`src/rtl/avalon_mm_csr_bank_if.sv`:
```
// Avalon-MM slave bus bundle for the CSR bank.
// The optional response field exists only when AVMM_RESP_EN is defined.
interface avalon_mm_csr_bank_if #(
  parameter int ADDR_W = 16,
  parameter int DATA_W = 32
);
  logic [ADDR_W-1:0]   avalon_mm_addr;
  logic                avalon_mm_write;
  logic                avalon_mm_read;
  logic [DATA_W/8-1:0] avalon_mm_byteenable;
  logic [DATA_W-1:0]   avalon_mm_write_data;
  logic [DATA_W-1:0]   avalon_mm_read_data;
  logic                avalon_mm_rd_valid;
`ifdef AVMM_RESP_EN
  logic [1:0]          avalon_mm_response;
`endif

  // Handshake: there is no waitrequest, so read/write are accepted in the
  // cycle they are high; rd_valid is high exactly one cycle after each
  // accepted read and carries read_data (and response) for that read.
  modport master (
    output avalon_mm_addr, avalon_mm_write, avalon_mm_read,
    output avalon_mm_byteenable, avalon_mm_write_data,
`ifdef AVMM_RESP_EN
    input  avalon_mm_response,
`endif
    input  avalon_mm_read_data, avalon_mm_rd_valid
  );

  modport slave (
    input  avalon_mm_addr, avalon_mm_write, avalon_mm_read,
    input  avalon_mm_byteenable, avalon_mm_write_data,
`ifdef AVMM_RESP_EN
    output avalon_mm_response,
`endif
    output avalon_mm_read_data, avalon_mm_rd_valid
  );
endinterface

```
`src/rtl/avalon_mm_csr_bank.sv`:
```
// Avalon-MM CSR bank: control words, synchronised/sticky status words, ID register.
// Optional AVMM_RESP_EN adds a read response and an unmapped-write error pulse.
module avalon_mm_csr_bank #(
  parameter int                ADDR_W       = 16,
  parameter int                DATA_W       = 32,
  parameter int                N_CTRL       = 4,
  parameter int                N_STAT       = 2,
  parameter logic [ADDR_W-1:0] ID_ADDR      = 16'h0010,
  parameter logic [DATA_W-1:0] ID_VALUE     = 32'hFF0FF423,
  parameter logic [ADDR_W-1:0] CTRL_BASE    = 16'h0050,
  parameter logic [ADDR_W-1:0] STAT_BASE    = 16'h00C0,
  parameter logic [DATA_W-1:0] CTRL_RST_VAL = '0,
  parameter int                SYNC_STAGES  = 2
) (
  input  logic                     clk,
  input  logic                     rst_n,
  avalon_mm_csr_bank_if.slave      bus,
  output logic [N_CTRL*DATA_W-1:0] ctrl_q,
  output logic [N_CTRL-1:0]        ctrl_wr_pulse,
`ifdef AVMM_RESP_EN
  output logic                     err_unmapped_wr,
`endif
  input  logic [N_STAT*DATA_W-1:0] stat_in
);

  localparam int NB = DATA_W / 8;
  localparam int SW = N_STAT * DATA_W;

  logic [DATA_W-1:0]              be_mask;
  logic [N_CTRL-1:0]              ctrl_hit;
  logic [N_STAT-1:0]              live_hit;
  logic [N_STAT-1:0]              stky_hit;
  logic                           id_hit;
  logic [SYNC_STAGES-1:0][SW-1:0] sync_q;
  logic [SW-1:0]                  stat_sync;
  logic [SW-1:0]                  stat_prev;
  logic [SW-1:0]                  sticky_q;
  logic [SW-1:0]                  sticky_clr;
  logic [DATA_W-1:0]              rd_mux;

  assign stat_sync = sync_q[SYNC_STAGES-1];

  // Exact-match decode of every register address.
  always_comb begin
    id_hit = (bus.avalon_mm_addr == ID_ADDR);
    for (int i = 0; i < N_CTRL; i++)
      ctrl_hit[i] = (bus.avalon_mm_addr == ADDR_W'(CTRL_BASE + ADDR_W'(4 * i)));
    for (int j = 0; j < N_STAT; j++) begin
      live_hit[j] = (bus.avalon_mm_addr == ADDR_W'(STAT_BASE + ADDR_W'(8 * j)));
      stky_hit[j] = (bus.avalon_mm_addr == ADDR_W'(STAT_BASE + ADDR_W'(8 * j + 4)));
    end
  end

  always_comb begin
    for (int b = 0; b < NB; b++)
      be_mask[b*8 +: 8] = {8{bus.avalon_mm_byteenable[b]}};
  end

  always_comb begin
    sticky_clr = '0;
    for (int j = 0; j < N_STAT; j++)
      if (bus.avalon_mm_write && stky_hit[j])
        sticky_clr[j*DATA_W +: DATA_W] = bus.avalon_mm_write_data & be_mask;
  end

  always_ff @(posedge clk or negedge rst_n) begin
    if (!rst_n) begin
      ctrl_q        <= {N_CTRL{CTRL_RST_VAL}};
      ctrl_wr_pulse <= '0;
    end else begin
      ctrl_wr_pulse <= bus.avalon_mm_write ? ctrl_hit : '0;
      for (int i = 0; i < N_CTRL; i++)
        if (bus.avalon_mm_write && ctrl_hit[i])
          ctrl_q[i*DATA_W +: DATA_W] <= (ctrl_q[i*DATA_W +: DATA_W] & ~be_mask) |
                                        (bus.avalon_mm_write_data & be_mask);
    end
  end

  // The set term is ORed in after the clear so a coincident edge wins.
  always_ff @(posedge clk or negedge rst_n) begin
    if (!rst_n) begin
      sync_q    <= '0;
      stat_prev <= '0;
      sticky_q  <= '0;
    end else begin
      sync_q    <= {sync_q[SYNC_STAGES-2:0], stat_in};
      stat_prev <= stat_sync;
      sticky_q  <= (sticky_q & ~sticky_clr) | (stat_sync & ~stat_prev);
    end
  end

  always_comb begin
    rd_mux = '0;
    if (id_hit) rd_mux = ID_VALUE;
    for (int i = 0; i < N_CTRL; i++)
      if (ctrl_hit[i]) rd_mux = ctrl_q[i*DATA_W +: DATA_W];
    for (int j = 0; j < N_STAT; j++) begin
      if (live_hit[j]) rd_mux = stat_sync[j*DATA_W +: DATA_W];
      if (stky_hit[j]) rd_mux = sticky_q[j*DATA_W +: DATA_W];
    end
  end

  always_ff @(posedge clk or negedge rst_n) begin
    if (!rst_n) begin
      bus.avalon_mm_rd_valid  <= 1'b0;
      bus.avalon_mm_read_data <= '0;
    end else begin
      bus.avalon_mm_rd_valid <= bus.avalon_mm_read;
      if (bus.avalon_mm_read) bus.avalon_mm_read_data <= rd_mux;
    end
  end

`ifdef AVMM_RESP_EN
  logic rd_mapped;
  logic wr_mapped;

  assign rd_mapped = id_hit | (|ctrl_hit) | (|live_hit) | (|stky_hit);
  assign wr_mapped = (|ctrl_hit) | (|stky_hit);

  always_ff @(posedge clk or negedge rst_n) begin
    if (!rst_n) begin
      bus.avalon_mm_response <= 2'b00;
      err_unmapped_wr        <= 1'b0;
    end else begin
      if (bus.avalon_mm_read) bus.avalon_mm_response <= rd_mapped ? 2'b00 : 2'b10;
      err_unmapped_wr <= bus.avalon_mm_write & ~wr_mapped;
    end
  end
`endif

endmodule

```
`src/flat_wrapper.sv`:
```
// flat-port wrapper written by rule: the top's interface ports become plain ports
module avalon_mm_csr_bank_flat 
#(
  parameter int                ADDR_W       = 16,
  parameter int                DATA_W       = 32,
  parameter int                N_CTRL       = 4,
  parameter int                N_STAT       = 2,
  parameter logic [ADDR_W-1:0] ID_ADDR      = 16'h0010,
  parameter logic [DATA_W-1:0] ID_VALUE     = 32'hFF0FF423,
  parameter logic [ADDR_W-1:0] CTRL_BASE    = 16'h0050,
  parameter logic [ADDR_W-1:0] STAT_BASE    = 16'h00C0,
  parameter logic [DATA_W-1:0] CTRL_RST_VAL = '0,
  parameter int                SYNC_STAGES  = 2
)
  (clk, rst_n, ctrl_q, ctrl_wr_pulse, stat_in, bus_avalon_mm_addr, bus_avalon_mm_write, bus_avalon_mm_read, bus_avalon_mm_byteenable, bus_avalon_mm_write_data, bus_avalon_mm_read_data, bus_avalon_mm_rd_valid);
  avalon_mm_csr_bank_if #(.ADDR_W(ADDR_W), .DATA_W(DATA_W)) bus_i ();
  input  logic clk;
  input  logic rst_n;
  output logic [N_CTRL*DATA_W-1:0] ctrl_q;
  output logic [N_CTRL-1:0] ctrl_wr_pulse;
  input  logic [N_STAT*DATA_W-1:0] stat_in;
  input wire logic [$bits(bus_i.avalon_mm_addr)-1:0] bus_avalon_mm_addr;
  input wire logic [$bits(bus_i.avalon_mm_write)-1:0] bus_avalon_mm_write;
  input wire logic [$bits(bus_i.avalon_mm_read)-1:0] bus_avalon_mm_read;
  input wire logic [$bits(bus_i.avalon_mm_byteenable)-1:0] bus_avalon_mm_byteenable;
  input wire logic [$bits(bus_i.avalon_mm_write_data)-1:0] bus_avalon_mm_write_data;
  output wire logic [$bits(bus_i.avalon_mm_read_data)-1:0] bus_avalon_mm_read_data;
  output wire logic [$bits(bus_i.avalon_mm_rd_valid)-1:0] bus_avalon_mm_rd_valid;
  assign bus_i.avalon_mm_addr = bus_avalon_mm_addr;
  assign bus_i.avalon_mm_write = bus_avalon_mm_write;
  assign bus_i.avalon_mm_read = bus_avalon_mm_read;
  assign bus_i.avalon_mm_byteenable = bus_avalon_mm_byteenable;
  assign bus_i.avalon_mm_write_data = bus_avalon_mm_write_data;
  assign bus_avalon_mm_read_data = bus_i.avalon_mm_read_data;
  assign bus_avalon_mm_rd_valid = bus_i.avalon_mm_rd_valid;
  avalon_mm_csr_bank #(.ADDR_W(ADDR_W), .DATA_W(DATA_W), .N_CTRL(N_CTRL), .N_STAT(N_STAT), .ID_ADDR(ID_ADDR), .ID_VALUE(ID_VALUE), .CTRL_BASE(CTRL_BASE), .STAT_BASE(STAT_BASE), .CTRL_RST_VAL(CTRL_RST_VAL), .SYNC_STAGES(SYNC_STAGES)) u_core (.clk(clk), .rst_n(rst_n), .bus(bus_i), .ctrl_q(ctrl_q), .ctrl_wr_pulse(ctrl_wr_pulse), .stat_in(stat_in));
endmodule
```
`config.mk`:
```
export PLATFORM = sky130hd
export DESIGN_NAME = avalon_mm_csr_bank_flat
export DESIGN_NICKNAME = d
export VERILOG_FILES = /design/src/rtl/avalon_mm_csr_bank_if.sv /design/src/rtl/avalon_mm_csr_bank.sv /design/src/flat_wrapper.sv
export SDC_FILE = /design/constraint.sdc
export NUM_CORES = 1
export LEC_CHECK = 0
export CAP_MARGIN = 40
export CORE_MARGIN = 2
export CORE_UTILIZATION = 25
export DETAILED_ROUTE_END_ITERATION = 8
export SLEW_MARGIN = 20
export SYNTH_ARGS = -nofsm -noshare
export SYNTH_HDL_FRONTEND = slang
export SYNTH_SLANG_ARGS = --single-unit
```
`constraint.sdc`:
```
create_clock -name clk -period 1.5 [get_ports clk]
set_clock_uncertainty 0.2 [all_clocks]
set_input_delay 0.15 -clock clk [delete_from_list [all_inputs] [get_ports clk]]
set_output_delay 0.15 -clock clk [all_outputs]
set_load 0.005 [all_outputs]
```
==> impl_metrics.tcl <==
set metrics [dict create \
    outcome "finished, violations left" \
    violations "setup timing" \
    crit_required_ns 1.78 \
    routedWlPerCell_um 22.28 \
    grt_max_degree 87 \
    num-fill-cells 5809 \
    crit-reg2reg-capture "u_core.bus.avalon_mm_read_data[30]" \
    path_cells "buf_6 > buf_6 > or4_4 > buf_6 > nor4_4 > buf_6 > buf_8 > buf_12 > and2_4 > o21ai_2 > a221oi_2" \
    arrival_ns 2.24 \
    grt_pass1_wl_mm 93.18 \
    crit_path_frequent_cell "buf_6" \
    first_pass_iters 8 \
    ant_nets 0 \
    routed_via_density 4.732 \
    avgSynthCellArea_um2 13.47 \
    io_buffers 284 \
    drc_errors 0 \
    fmax_mhz 507.7 \
    ff2ff_setup_slack_ns -0.08 \
    final_core_util_pct 41.46 \
    fin_crit_sh_pct 131.3 \
    start_util_pct 25.19 \
    synth_seq_cells 421 \
    place.gp.congestion 0.8688 \
    switching_power_mw 5.744 \
    p_int_mw 20.21 \
    max_cap_viol_count 0 \
    path_buf_inv 6 \
    rsz0062_at_grt "true" \
    place_ws_ns -1.400 \
    path_class "input port to flop" \
    power_density_mw_per_mm2 976.4 \
    insertion_delay_ns 0.57 \
    hold_path_class "input port to asynchronous set/reset pin" \
    slew-limit-headroom_pct 66.16 \
    p_clk_share_pct 47.8 \
    htree_levels 2 \
    vias 13429 \
    yosysSeqAreaShare_pct 65.24 \
    ios 285 \
    worstSetupEndpointType "flop" \
    finalPower_mw 25.96 \
    p_leak_nw 12.74 \
    hold_viol 0 \
    ys_types 57 \
    cts_tree "built" \
    ys.flop_type "dfrtp_1" \
    swShare_pct 22.13 \
    clock-sinks 421 \
    final.setup.tns_ns -48.75 \
    combPwrFrac_pct 6.6 \
    num-nets-final 2063 \
    rows 93 \
    ir_drop_mv 0.6767 \
    start_kind "input port" \
    syn_nets 1319 \
    worst_pin_slew_ns 0.5077 \
    drt_iter0_markers 1118 \
    crit_path_max_incr_delay_ns 0.57 \
    critPathTopFamily "simple AND/OR/NAND/NOR gates" \
    worst-path-stages 11 \
    finalMaxSlewViolations 0 \
    seqPwrFrac_pct 45.6 \
    layout_common_cells "dfrtp_1, buf_4, buf_2" \
    synth.cell_area_mm2 0.01615 \
    wirelength_mm 63.23 \
    fp.dieH_um 258.2 \
    multiInputGateArea_mm2 0.006141 \
    yosys_warnings 0 \
    layout_commonest_cell "dfrtp_1" \
    cp_max_fo 6 \
    async_reset_ff_share_pct 100.0 \
    finalSetupViolCount 231 \
    clk_pin_slew_ns 0.06 \
    critPathSlowestCell "or4_4" \
    hpwl_mm 41.95 \
    worst_slack_ns -0.4696 \
    core_region_area_mm2 0.06412 \
    cts_buffers 46 \
    ff_latch_area_mm2 0.01054 \
    r2r_cells 4 \
    layout-drive-gt1-share_pct 47.09 \
    grt_use_total_pct 18.80 \
    clock_tree.buffer_depth 3 \
    die_x_um 258.2 \
    synth_cells 1199 \
    grt_pass1_vias 14402 \
    area_growth_syn_to_layout_pct 64.63 \
    min_period_ns 1.970 \
    dieArea_mm2 0.06664 \
    antenna_found_initial 8 \
    overflow 0 \
    cts_root_buf "clkbuf_16" \
    synth_edf_count 0 \
]
[cells by family (layout without fill, tap and decap cells)]
| group | after synthesis | count (layout) | synth area share (%) |
|---|---|---|---|
| simple gates | 277 | 278 | 10.03 |
| flops | 421 | 421 | 65.24 |
| other cells | 0 | 4 | 0 |
| xor+xnor | 1 | 1 | 0.05425 |
| buf+inv | 115 | 894 | 2.983 |
| mux | 134 | 134 | 9.337 |
| compound gates | 251 | 251 | 12.36 |
[worst max path at each step]
stage                                         end              startpoint
6_report       u_core.bus.avalon_mm_read_data[16]   bus_avalon_mm_addr[3]
5_1_grt        u_core.bus.avalon_mm_read_data[16]   bus_avalon_mm_addr[3]
3_5_place_dp                  u_core.sticky_q[45]   bus_avalon_mm_addr[2]
3_3_place_gp                  u_core.sticky_q[43]   bus_avalon_mm_addr[2]
4_1_cts         u_core.bus.avalon_mm_read_data[0]  bus_avalon_mm_addr[14]
2_1_floorplan                                flop   bus_avalon_mm_addr[9]
[area by class of cell]
cell class	count	share of cell area (%)
inverter	67	0.9460
multi-input combinational	664	23.10
clock inverter	22	1.224
clock buffer	62	5.060
tap	855	4.024
timing repair buffer	743	25.97
sequential	421	39.64
antenna	4	0.03765
[power by group through the flow]
stage                     logic (mW)  clock network, mW  registers [mW]
final                           1.71               12.4            11.8
after CTS                       1.66               12.6            11.8
after global placement          1.38                  0            12.0
after global routing            1.85               13.2            11.9
after detailed placement        1.40                  0            12.0
after floorplan                0.341                  0            12.0
[cells in the mapped netlist (all sizes together), types with 13 or more instances]
cell type,number,area (um2)
a222oi,22,220.2
buf,18,117.6
nor3,14,115.1
dfrtp,421,10540
nand2,97,369.1
a221oi,24,247.7
clkbuf,30,112.6
inv,67,251.5
mux2,133,1498
o21ai,31,155.1
a2bb2oi,13,113.9
a21oi,23,115.1
nor4,13,209.0
o22ai,19,125.1
and2,30,187.7
nor2,62,292.8
a22oi,18,135.1
a22o,64,560.5
[metal layers]
layer  global-route usage [%]  wire length, um
met3                    4.957             4683
met4                    8.606             2697
met2                    29.90            29570
met5                        0               32
met1                    23.96            26250
[per-stage QoR]
stage	instance area [um2]	hold slack [ns]	cells
2_1_floorplan	16450	-0.3456	1199
3_3_place_gp	22140	-0.2175	2477
3_5_place_dp	22140	-0.2198	2477
4_1_cts	26070	0.005308	2808
5_1_grt	26580	0.02388	2837
6_report	26580	0.01231	2838
[worst reg2reg max path, cell delays in order (launching register included)]
cell,delay (ns)
dfrtp_1,0.42
buf_4,0.15
a32o_1,0.21
a211oi_1,0.35
a221oi_2,0.12
[repair_timing]
item	4_1_cts	5_1_grt
setup endpoints to repair	393	527
pin swaps	92	64
hold endpoints to repair	489	0
buffers inserted	175	40
gates resized for setup	956	106
hold buffers	69	0
gates cloned	7	1
Note: power is estimated with default switching activity, not from simulation.
